<file path="src/rtl/dmem_pkg.sv">
// Shared types and helpers for the pipelined data memory.
//   SZ_*          access size codes carried in req_width[1:0]
//   ZEXT_BIT      req_width bit selecting zero-extension on loads
//   pipe_stage_t  one response-pipe stage {valid, is_st, fault, rdata}
//   lane_strobe   byte-lane write mask for a size at a byte offset
//   is_misaligned natural-alignment test for a size at a byte offset
package dmem_pkg;

  localparam int WORD_BITS = 64;
  localparam int LANES     = 8;

  localparam logic [1:0] SZ_B = 2'd0;
  localparam logic [1:0] SZ_H = 2'd1;
  localparam logic [1:0] SZ_W = 2'd2;
  localparam logic [1:0] SZ_D = 2'd3;

  localparam int ZEXT_BIT = 2;

  typedef struct packed {
    logic                 valid;
    logic                 is_st;
    logic                 fault;
    logic [WORD_BITS-1:0] rdata;
  } pipe_stage_t;

  function automatic logic [LANES-1:0] lane_strobe(input logic [1:0] size,
                                                   input logic [2:0] off);
    logic [LANES-1:0] base;
    unique case (size)
      SZ_B:    base = 8'h01;
      SZ_H:    base = 8'h03;
      SZ_W:    base = 8'h0F;
      default: base = 8'hFF;
    endcase
    return base << off;
  endfunction

  function automatic logic is_misaligned(input logic [1:0] size,
                                         input logic [2:0] off);
    logic mis;
    unique case (size)
      SZ_B:    mis = 1'b0;
      SZ_H:    mis = off[0];
      SZ_W:    mis = |off[1:0];
      default: mis = |off;
    endcase
    return mis;
  endfunction

endpackage

</file>
<file path="src/rtl/dmem_align.sv">
// Combinational lane alignment for the data memory.
//   size, zext, off  access size, zero-extend flag, byte offset in the word
//   wdata            right-justified store data
//   word             64-bit word currently held at the addressed index
//   wdata_shifted    store data moved onto its byte lanes
//   strobe           byte lanes the store may write
//   rdata            load field extracted from word and sign/zero extended
module dmem_align
  import dmem_pkg::*;
(
  input  logic [1:0]           size,
  input  logic                 zext,
  input  logic [2:0]           off,
  input  logic [WORD_BITS-1:0] wdata,
  input  logic [WORD_BITS-1:0] word,
  output logic [WORD_BITS-1:0] wdata_shifted,
  output logic [LANES-1:0]     strobe,
  output logic [WORD_BITS-1:0] rdata
);

  logic [WORD_BITS-1:0] field;

  // NOTE: every output of a combinational block gets a value on every path
  // (defaults first), otherwise synthesis infers a latch.
  always_comb begin
    wdata_shifted = wdata << {off, 3'b000};
    strobe        = lane_strobe(size, off);
    field         = word >> {off, 3'b000};
    rdata         = field;
    unique case (size)
      SZ_B: rdata = zext ? {56'd0, field[7:0]}  : {{56{field[7]}},  field[7:0]};
      SZ_H: rdata = zext ? {48'd0, field[15:0]} : {{48{field[15]}}, field[15:0]};
      SZ_W: rdata = zext ? {32'd0, field[31:0]} : {{32{field[31]}}, field[31:0]};
      default: rdata = field;
    endcase
  end

endmodule

</file>
<file path="src/rtl/data_memory_pipelined.sv">
// Byte-addressable data memory for the MEM stage with valid/ready request and
// response handshakes and a READ_LATENCY-deep response pipe.
//   clk, rst                  clock; synchronous active-high reset
//   req_valid/req_ready       request handshake
//   req_we, req_width         store flag; [1:0] size, [2] zero-extend loads
//   req_addr, req_wdata       byte address; right-justified store data
//   resp_valid/resp_ready     response handshake
//   resp_rdata, resp_fault    extended load data (0 for stores/faults); fault flag
//   resp_is_st                response belongs to a store
module data_memory_pipelined
  import dmem_pkg::*;
#(
  parameter int    DATA_WIDTH   = 64,
  parameter int    DEPTH        = 32,
  parameter int    ADDR_WIDTH   = 8,
  parameter int    READ_LATENCY = 1,
  parameter string INIT_FILE    = ""
) (
  input  logic                  clk,
  input  logic                  rst,
  input  logic                  req_valid,
  output logic                  req_ready,
  input  logic                  req_we,
  input  logic [2:0]            req_width,
  input  logic [ADDR_WIDTH-1:0] req_addr,
  input  logic [DATA_WIDTH-1:0] req_wdata,
  output logic                  resp_valid,
  input  logic                  resp_ready,
  output logic [DATA_WIDTH-1:0] resp_rdata,
  output logic                  resp_fault,
  output logic                  resp_is_st
);

  localparam int          IDX_W     = (DEPTH > 1) ? $clog2(DEPTH) : 1;
  localparam logic [63:0] MEM_BYTES = 64'(DEPTH) * 64'd8;

  // NOTE: the array has no reset; contents survive rst and start undefined.
  logic [WORD_BITS-1:0] mem [DEPTH];

  logic [IDX_W-1:0]     word_idx;
  logic [WORD_BITS-1:0] rd_word;
  logic [WORD_BITS-1:0] wdata_shifted;
  logic [LANES-1:0]     strobe;
  logic [WORD_BITS-1:0] ld_data;
  logic                 fault;
  logic                 stall;
  logic                 accept;
  pipe_stage_t          new_stage;
  pipe_stage_t          stg [READ_LATENCY];

  assign word_idx = req_addr[IDX_W+2:3];
  // Faulting addresses may index past the array; that read is discarded.
  assign rd_word  = mem[word_idx];

  dmem_align u_align (
    .size          (req_width[1:0]),
    .zext          (req_width[ZEXT_BIT]),
    .off           (req_addr[2:0]),
    .wdata         (req_wdata[WORD_BITS-1:0]),
    .word          (rd_word),
    .wdata_shifted (wdata_shifted),
    .strobe        (strobe),
    .rdata         (ld_data)
  );

  assign fault = is_misaligned(req_width[1:0], req_addr[2:0])
               || (64'(req_addr) >= MEM_BYTES);

  // The whole pipe freezes when the oldest response is not taken; no bubble
  // squeezing keeps every stage's contents stable under backpressure.
  assign stall     = stg[READ_LATENCY-1].valid && !resp_ready;
  assign req_ready = !rst && !stall;
  assign accept    = req_valid && req_ready;

  always_comb begin
    new_stage = '0;
    if (accept) begin
      new_stage.valid = 1'b1;
      new_stage.is_st = req_we;
      new_stage.fault = fault;
      new_stage.rdata = (req_we || fault) ? '0 : ld_data;
    end
  end

  // NOTE: sequential state uses non-blocking assignments so every stage
  // samples its predecessor's pre-edge value.
  always_ff @(posedge clk) begin
    if (rst) begin
      for (int i = 0; i < READ_LATENCY; i++) stg[i] <= '0;
    end else if (!stall) begin
      stg[0] <= new_stage;
      for (int i = 1; i < READ_LATENCY; i++) stg[i] <= stg[i-1];
    end
  end

  // Stores land at the accept edge, so a load accepted the next cycle reads
  // the updated word straight from the array.
  always_ff @(posedge clk) begin
    if (accept && req_we && !fault) begin
      for (int l = 0; l < LANES; l++) begin
        if (strobe[l]) mem[word_idx][8*l +: 8] <= wdata_shifted[8*l +: 8];
      end
    end
  end

  assign resp_valid = stg[READ_LATENCY-1].valid;
  assign resp_fault = stg[READ_LATENCY-1].fault;
  assign resp_is_st = stg[READ_LATENCY-1].is_st;
  assign resp_rdata = DATA_WIDTH'(stg[READ_LATENCY-1].rdata);

endmodule
</file>
<file path="config.mk">
export PLATFORM = sky130hd
export DESIGN_NAME = data_memory_pipelined
export DESIGN_NICKNAME = d
export VERILOG_FILES = /design/src/rtl/dmem_pkg.sv /design/src/rtl/dmem_align.sv /design/src/rtl/data_memory_pipelined.sv
export SDC_FILE = /design/constraint.sdc
export NUM_CORES = 2
export LEC_CHECK = 0
export ABC_AREA = 1
export BUFFER_PORTS_ARGS = -buffer_cell sky130_fd_sc_hd__buf_4
export CAP_MARGIN = 15
export CORE_MARGIN = 5
export CORE_UTILIZATION = 30
export DETAILED_ROUTE_END_ITERATION = 6
export PLACE_DENSITY = 0.42
export REMOVE_ABC_BUFFERS = 1
export SETUP_SLACK_MARGIN = 0.3
export SKIP_CTS_REPAIR_TIMING = 1
export SLEW_MARGIN = 20
export SYNTH_ARGS = -nofsm -noshare
export SYNTH_HDL_FRONTEND = slang
export SYNTH_SLANG_ARGS = --single-unit
</file>
<file path="constraint.sdc">
create_clock -name clk -period 5.92 [get_ports clk]
set_clock_uncertainty 0.2 [all_clocks]
set_input_delay 0.888 -clock clk [delete_from_list [all_inputs] [get_ports clk]]
set_output_delay 0.888 -clock clk [all_outputs]
set_load 0.005 [all_outputs]
</file>
# == Yosys cells after proc, flatten, opt, wreduce, memory -nomap -nowiden ==
# Memory sizes are Yosys's and may differ from the RTL's.
# Index checks and enable logic that the tools add are counted.
# totals
inputBits,80
rom_bits,0
ff_bits,0
n_memories,2
output_inout_bits,68
latchBits,0
ram_bits,2115
# op_classes
eq_ne,2
n_reduce_logical,14
bitwise_logic,0
div_mod_pow,0
n_mul,0
muxes,39
magnitude_cmp,0
addsub,0
n_shift,3
# memory_table
memory,depth,word_bits,rd,rd_clocked_by_memory_dff,write_ports,line_no,source
mem,32,64,1,0,1,data_memory_pipelined.sv:38,logic [WORD_BITS-1:0] mem [DEPTH];
stg,1,67,1,0,1,data_memory_pipelined.sv:49,pipe_stage_t stg [READ_LATENCY];
# ops
cell,n
64-bit 2-to-1 mux,4
64-bit case mux with 3 select lines,1
67-bit 2-to-1 mux,2
67-bit OR reduction,1
64-bit by 6-bit left shift with 64-bit output,1
64-bit by 6-bit >> shifter with 64-bit output,1
1-bit 2-to-1 mux,30
8-bit case mux with 3 select lines,1
8-bit by 3-bit left shift with 8-bit output,1
1-bit logical AND,5
1-bit zero test,4
1-bit case mux with 3 select lines,1
3-bit OR reduction,1
2-bit by 1-bit equality test with 1-bit output (second input constant),1
2-bit equality test (second input constant),1
2-bit zero test,1
2-bit OR reduction,1
1-bit logical OR,1

# == Longest topological paths before layout ==
# depth
word_depth,9
depth_mapped,24
mapped_depth_nobuf,19

# == Cells and area by module ==
# A second synthesis with hierarchy kept.
# unflattened
hier_cells,9357
area_unflattened_um2,91669.2
# modules_own_cells
module,instances,area_per_inst_um2,cells_each,seq_area_each_um2
data_memory_pipelined,1,87815.5,8570,63510.9
dmem_align,1,3853.7,787,0.0

# == Worst setup path before layout ==
# No wires, ideal clock.
# synth_path
kind,input port to flip-flop
from,input req_addr[0]
to,memory mem[0][54] (data pin)
path_slack_ps,1840
setup_time_ps,454
path_buffers,3
t_arrival_ps,3426
required_ps,5266
cell_stages,7
cell_sequence,clkbuf_1 -> clkbuf_1 -> clkbuf_1 -> o21ai_0 -> nor2_1 -> a21oi_1 -> o21ai_0
# synth_via
elab_chain_len,1
# synth_rtl
element,line_no,source
from (decl),data_memory_pipelined.sv:25,"input logic [ADDR_WIDTH-1:0] req_addr,"
64-bit by 6-bit left shift with 64-bit output,dmem_align.sv:26,"wdata_shifted = wdata << {off, 3'b000};"
net u_align.wdata_shifted[54],dmem_align.sv:16,"output logic [WORD_BITS-1:0] wdata_shifted,"
to (decl),data_memory_pipelined.sv:38,
# The timed path passes the listed nets, and every way through them passes these cells.

# == Final worst setup path ==
# layout_path
from,input req_addr[3]
to,memory stg[0][9] (netlist bit) (data pin)
# layout_via
elab_chain_len,7
# layout_rtl
element,line_no,source
memory read 32 x 64 bit (*),-,
64-bit by 6-bit >> shifter with 64-bit output (*),dmem_align.sv:28,"field = word >> {off, 3'b000};"
"64-bit 2-to-1 mux, on equally long branches","dmem_align.sv:33, dmem_align.sv:31, dmem_align.sv:32",
64-bit case mux with 3 select lines (*),dmem_align.sv:30,unique case (size)
64-bit 2-to-1 mux (*),data_memory_pipelined.sv:81,new_stage.rdata = (req_we || fault) ? '0 : ld_data;
67-bit 2-to-1 mux (*),data_memory_pipelined.sv:77,if (accept) begin
67-bit 2-to-1 mux (no source line) (*),-,
to (decl),data_memory_pipelined.sv:49,
# Every way passes the cells marked *; elsewhere a longest branch is shown, timed or not.

==> impl_metrics.ini <==
[status]
outcome = finished clean

[yosys]
synth.distinct_cells = 35
synth_warnings = 0
ys_ff_latch = 2115
yosysSeqAreaShare_pct = 75.5
netlist_area_um2 = 84100
synthesis.instances = 6420
synthFlopType = edfxtp_1
synth_edf_count = 2115
synth_async_sr_flop_share_pct = 0
syn_area_per_cell_um2 = 13.1

[cells_and_area]
post-route-util_pct = 35.4
nets = 6810
register_area_um2 = 63500
multi_input_area_um2 = 19000
drive_gt1_share_pct = 12.9
stdcell_count = 10646
num-fill-cells = 27175
syn2layout_area_growth_pct = 17.5

[clocking]
cts_tree = yes
clk_pin_slew_ps = 60
cts_buffer_depth = 4
cts_max_level = 4
cts_buffers = 233
insertion_delay_ps = 930
cts_root_buf = clkbuf_16
clock-sinks = 2115

[worst_setup_path]
cpMostUsedCell = nand2_1
cp_max_fo = 45
required_ps = 6310
crit_type = primary input to register
cp_slowest_cell = nor2_4
cp-end-kind = register
reg2reg_depth = 10
worstSetupStartpointType = primary input
worstPathCellList = buf_6, inv_6, nor2_4, buf_12, buf_12, buf_12, buf_4, a22oi_1, nand2_1, nand2_1, nand2_1, nor2_1, nand2_1, a21oi_1, o211ai_1, nand3_1, a21oi_1
critPathMaxStageDelay_ps = 610
worst_ep_arrival_time_ps = 4800

[place]
globalplace.congestion = 0.951
numPlacedInstances = 10217
dp_hpwl_mm = 207
portBuffers = 147

[timing]
rsz0062_at_grt = false
hold_violations = 0
drv_slew = 0
post-route-period-util_pct = 74.6
finalSetupViolCount = 0
setup_tns_ps = 0
worst_pin_slew_ps = 1220
finalCriticalPeriod_ps = 4410
fmax_ghz = 0.227
relSlewSlack_pct = 18.7

[drt]
dr.pass1.iters = 7
drcViolationCount = 0
num_vias = 55084
via_per_inst = 5.17
routed_wl_mm = 317
ant_nets = 0
detail_route.wl_per_cell_um = 29.7
drt_iter0_drc = 5407

[power_and_ir_drop]
power_per_cell_area_nw_per_um2 = 337
p_leak_nw = 34.2
peakVddDrop_mv = 0.315

[global_route]
antenna_found_initial = 12
grt_pass1_wl_mm = 439
track_usage_pct = 21.0
grt_pass1_vias = 54587
grt_max_degree = 106
grt_overflow = 0

[die]
dieHeight_um = 540
dieWidth_um = 540
initial_core_util_pct = 30.1
pin_count = 148
die-area_um2 = 291000
core-area_um2 = 279000
row_count = 194

[flow_run]
cap_violations = 0

[worst_hold_path]
hold_path_depth = 3
holdCritPathClass = primary input to register
==> cell usage in the layout, fill, tap and decap left out, types with 8 or more instances in the layout <==
| cell type | instances |
|---|---|
| nor2_2 | 34 |
| mux2i_1 | 10 |
| clkbuf_16 | 236 |
| diode_2 | 9 |
| inv_1 | 83 |
| clkinv_1 | 60 |
| a31oi_1 | 19 |
| a21boi_0 | 13 |
| buf_4 | 430 |
| buf_12 | 37 |
| o22ai_1 | 10 |
| nand3_1 | 288 |
| o211ai_1 | 12 |
| edfxtp_1 | 2115 |
| o221ai_1 | 13 |
| clkbuf_1 | 42 |
| nand2_1 | 1967 |
| o21ai_2 | 13 |
| a21oi_1 | 52 |
| nor2_1 | 392 |
| a211oi_1 | 17 |
| clkinv_2 | 51 |
| o21ai_0 | 43 |
| a22oi_1 | 826 |
| nand4_1 | 50 |
| clkinvlp_4 | 8 |
| bufinv_16 | 18 |
==> registers in the layout, indices dropped and copies added (netlist names) <==
| register | count |
|---|---|
| mem | 2048 |
| stg | 67 |
==> cells by family (layout without fill, tap and decap cells) <==
group / Yosys count / count (layout) / share of synthesized area (%)
buffers and inverters: 494 / 987 / 2.45
AO/OA/AOI/OAI: 1043 / 1043 / 8.92
other: 0 / 9 / 0
AND/OR/NAND/NOR: 2758 / 2758 / 13.0
multiplexers: 10 / 10 / 0.119
flip-flops: 2115 / 2115 / 75.5
==> power breakdown <==
group / internal [mW] / total [mW] / leakage [nW] / switching [mW]
combinational: 0.597 / 2.49 / 12.2 / 1.89
clock: 8.04 / 14.1 / 3.55 / 6.09
sequential: 16.6 / 16.7 / 18.5 / 0.0318
==> worst paths after layout <==
kind / startpoint / to / slack, ps
min: req_valid / stg[0][66] / 150
max: req_addr[3] / stg[0][9] / 1510
max reg2reg: stg[0][66] / mem[5][36] / 2270
min reg2reg: stg[0][66] / stg[0][64] / 640
==> routing by layer <==
metal / vias to the layer above / share of wire (%) / track usage (%)
met2: 1995 / 47 / 34.5
met1: 28250 / 41 / 26.9
met3: 597 / 5.8 / 3.44
met4: 2 / 5.9 / 10.6
met5: - / 0.0041 / 0
li1: 24240 / - / -
==> area by class of cell <==
| class | count | share of cell area, % |
|---|---|---|
| Multi-Input combinational cell | 3811 | 19.2 |
| Clock inverter | 140 | 1.18 |
| Clock buffer | 278 | 6.13 |
| Inverter | 98 | 0.392 |
| Antenna cell | 9 | 0.0228 |
| Timing Repair Buffer | 471 | 4.11 |
| Sequential cell | 2115 | 64.2 |
| Tap cell | 3724 | 4.71 |
==> worst max-delay path, delay by kind of cell <==
kind | cells | cell delay [ps]
compound gates | 4 | 920
simple gates | 7 | 1300
buf+inv | 6 | 1490
==> metrics by stage <==
stage                     setup WS (ps)  instance area, um^2  hold WS (ps)  total power, mW
after detailed placement            785                91500           634             19.4
after CTS                          1800                98800          76.1             33.5
final                              1510                98800           146             33.3
after global routing               1540                98800           124             34.3
after floorplan                  -13380                82400           585             18.3
after global placement              825                91500           625             19.4
==> synthesized netlist by cell type (10+ instances only) <==
cell type / instances / area (um^2)
mux2i_1: 10 / 100
nand4_1: 50 / 313
nor2_1: 430 / 1610
a21oi_1: 59 / 295
nand3_1: 289 / 1450
o21ai_0: 55 / 275
a31oi_1: 19 / 119
edfxtp_1: 2115 / 63500
nand2_1: 1971 / 7400
a211oi_1: 17 / 128
o221ai_1: 13 / 114
a22oi_1: 826 / 6200
buf_2: 135 / 676
inv_1: 87 / 327
a21boi_0: 13 / 97.6
o22ai_1: 23 / 144
clkbuf_1: 176 / 661
buf_1: 79 / 297
o211ai_1: 12 / 90.1
Note: power is estimated with default switching activity, not from simulation.
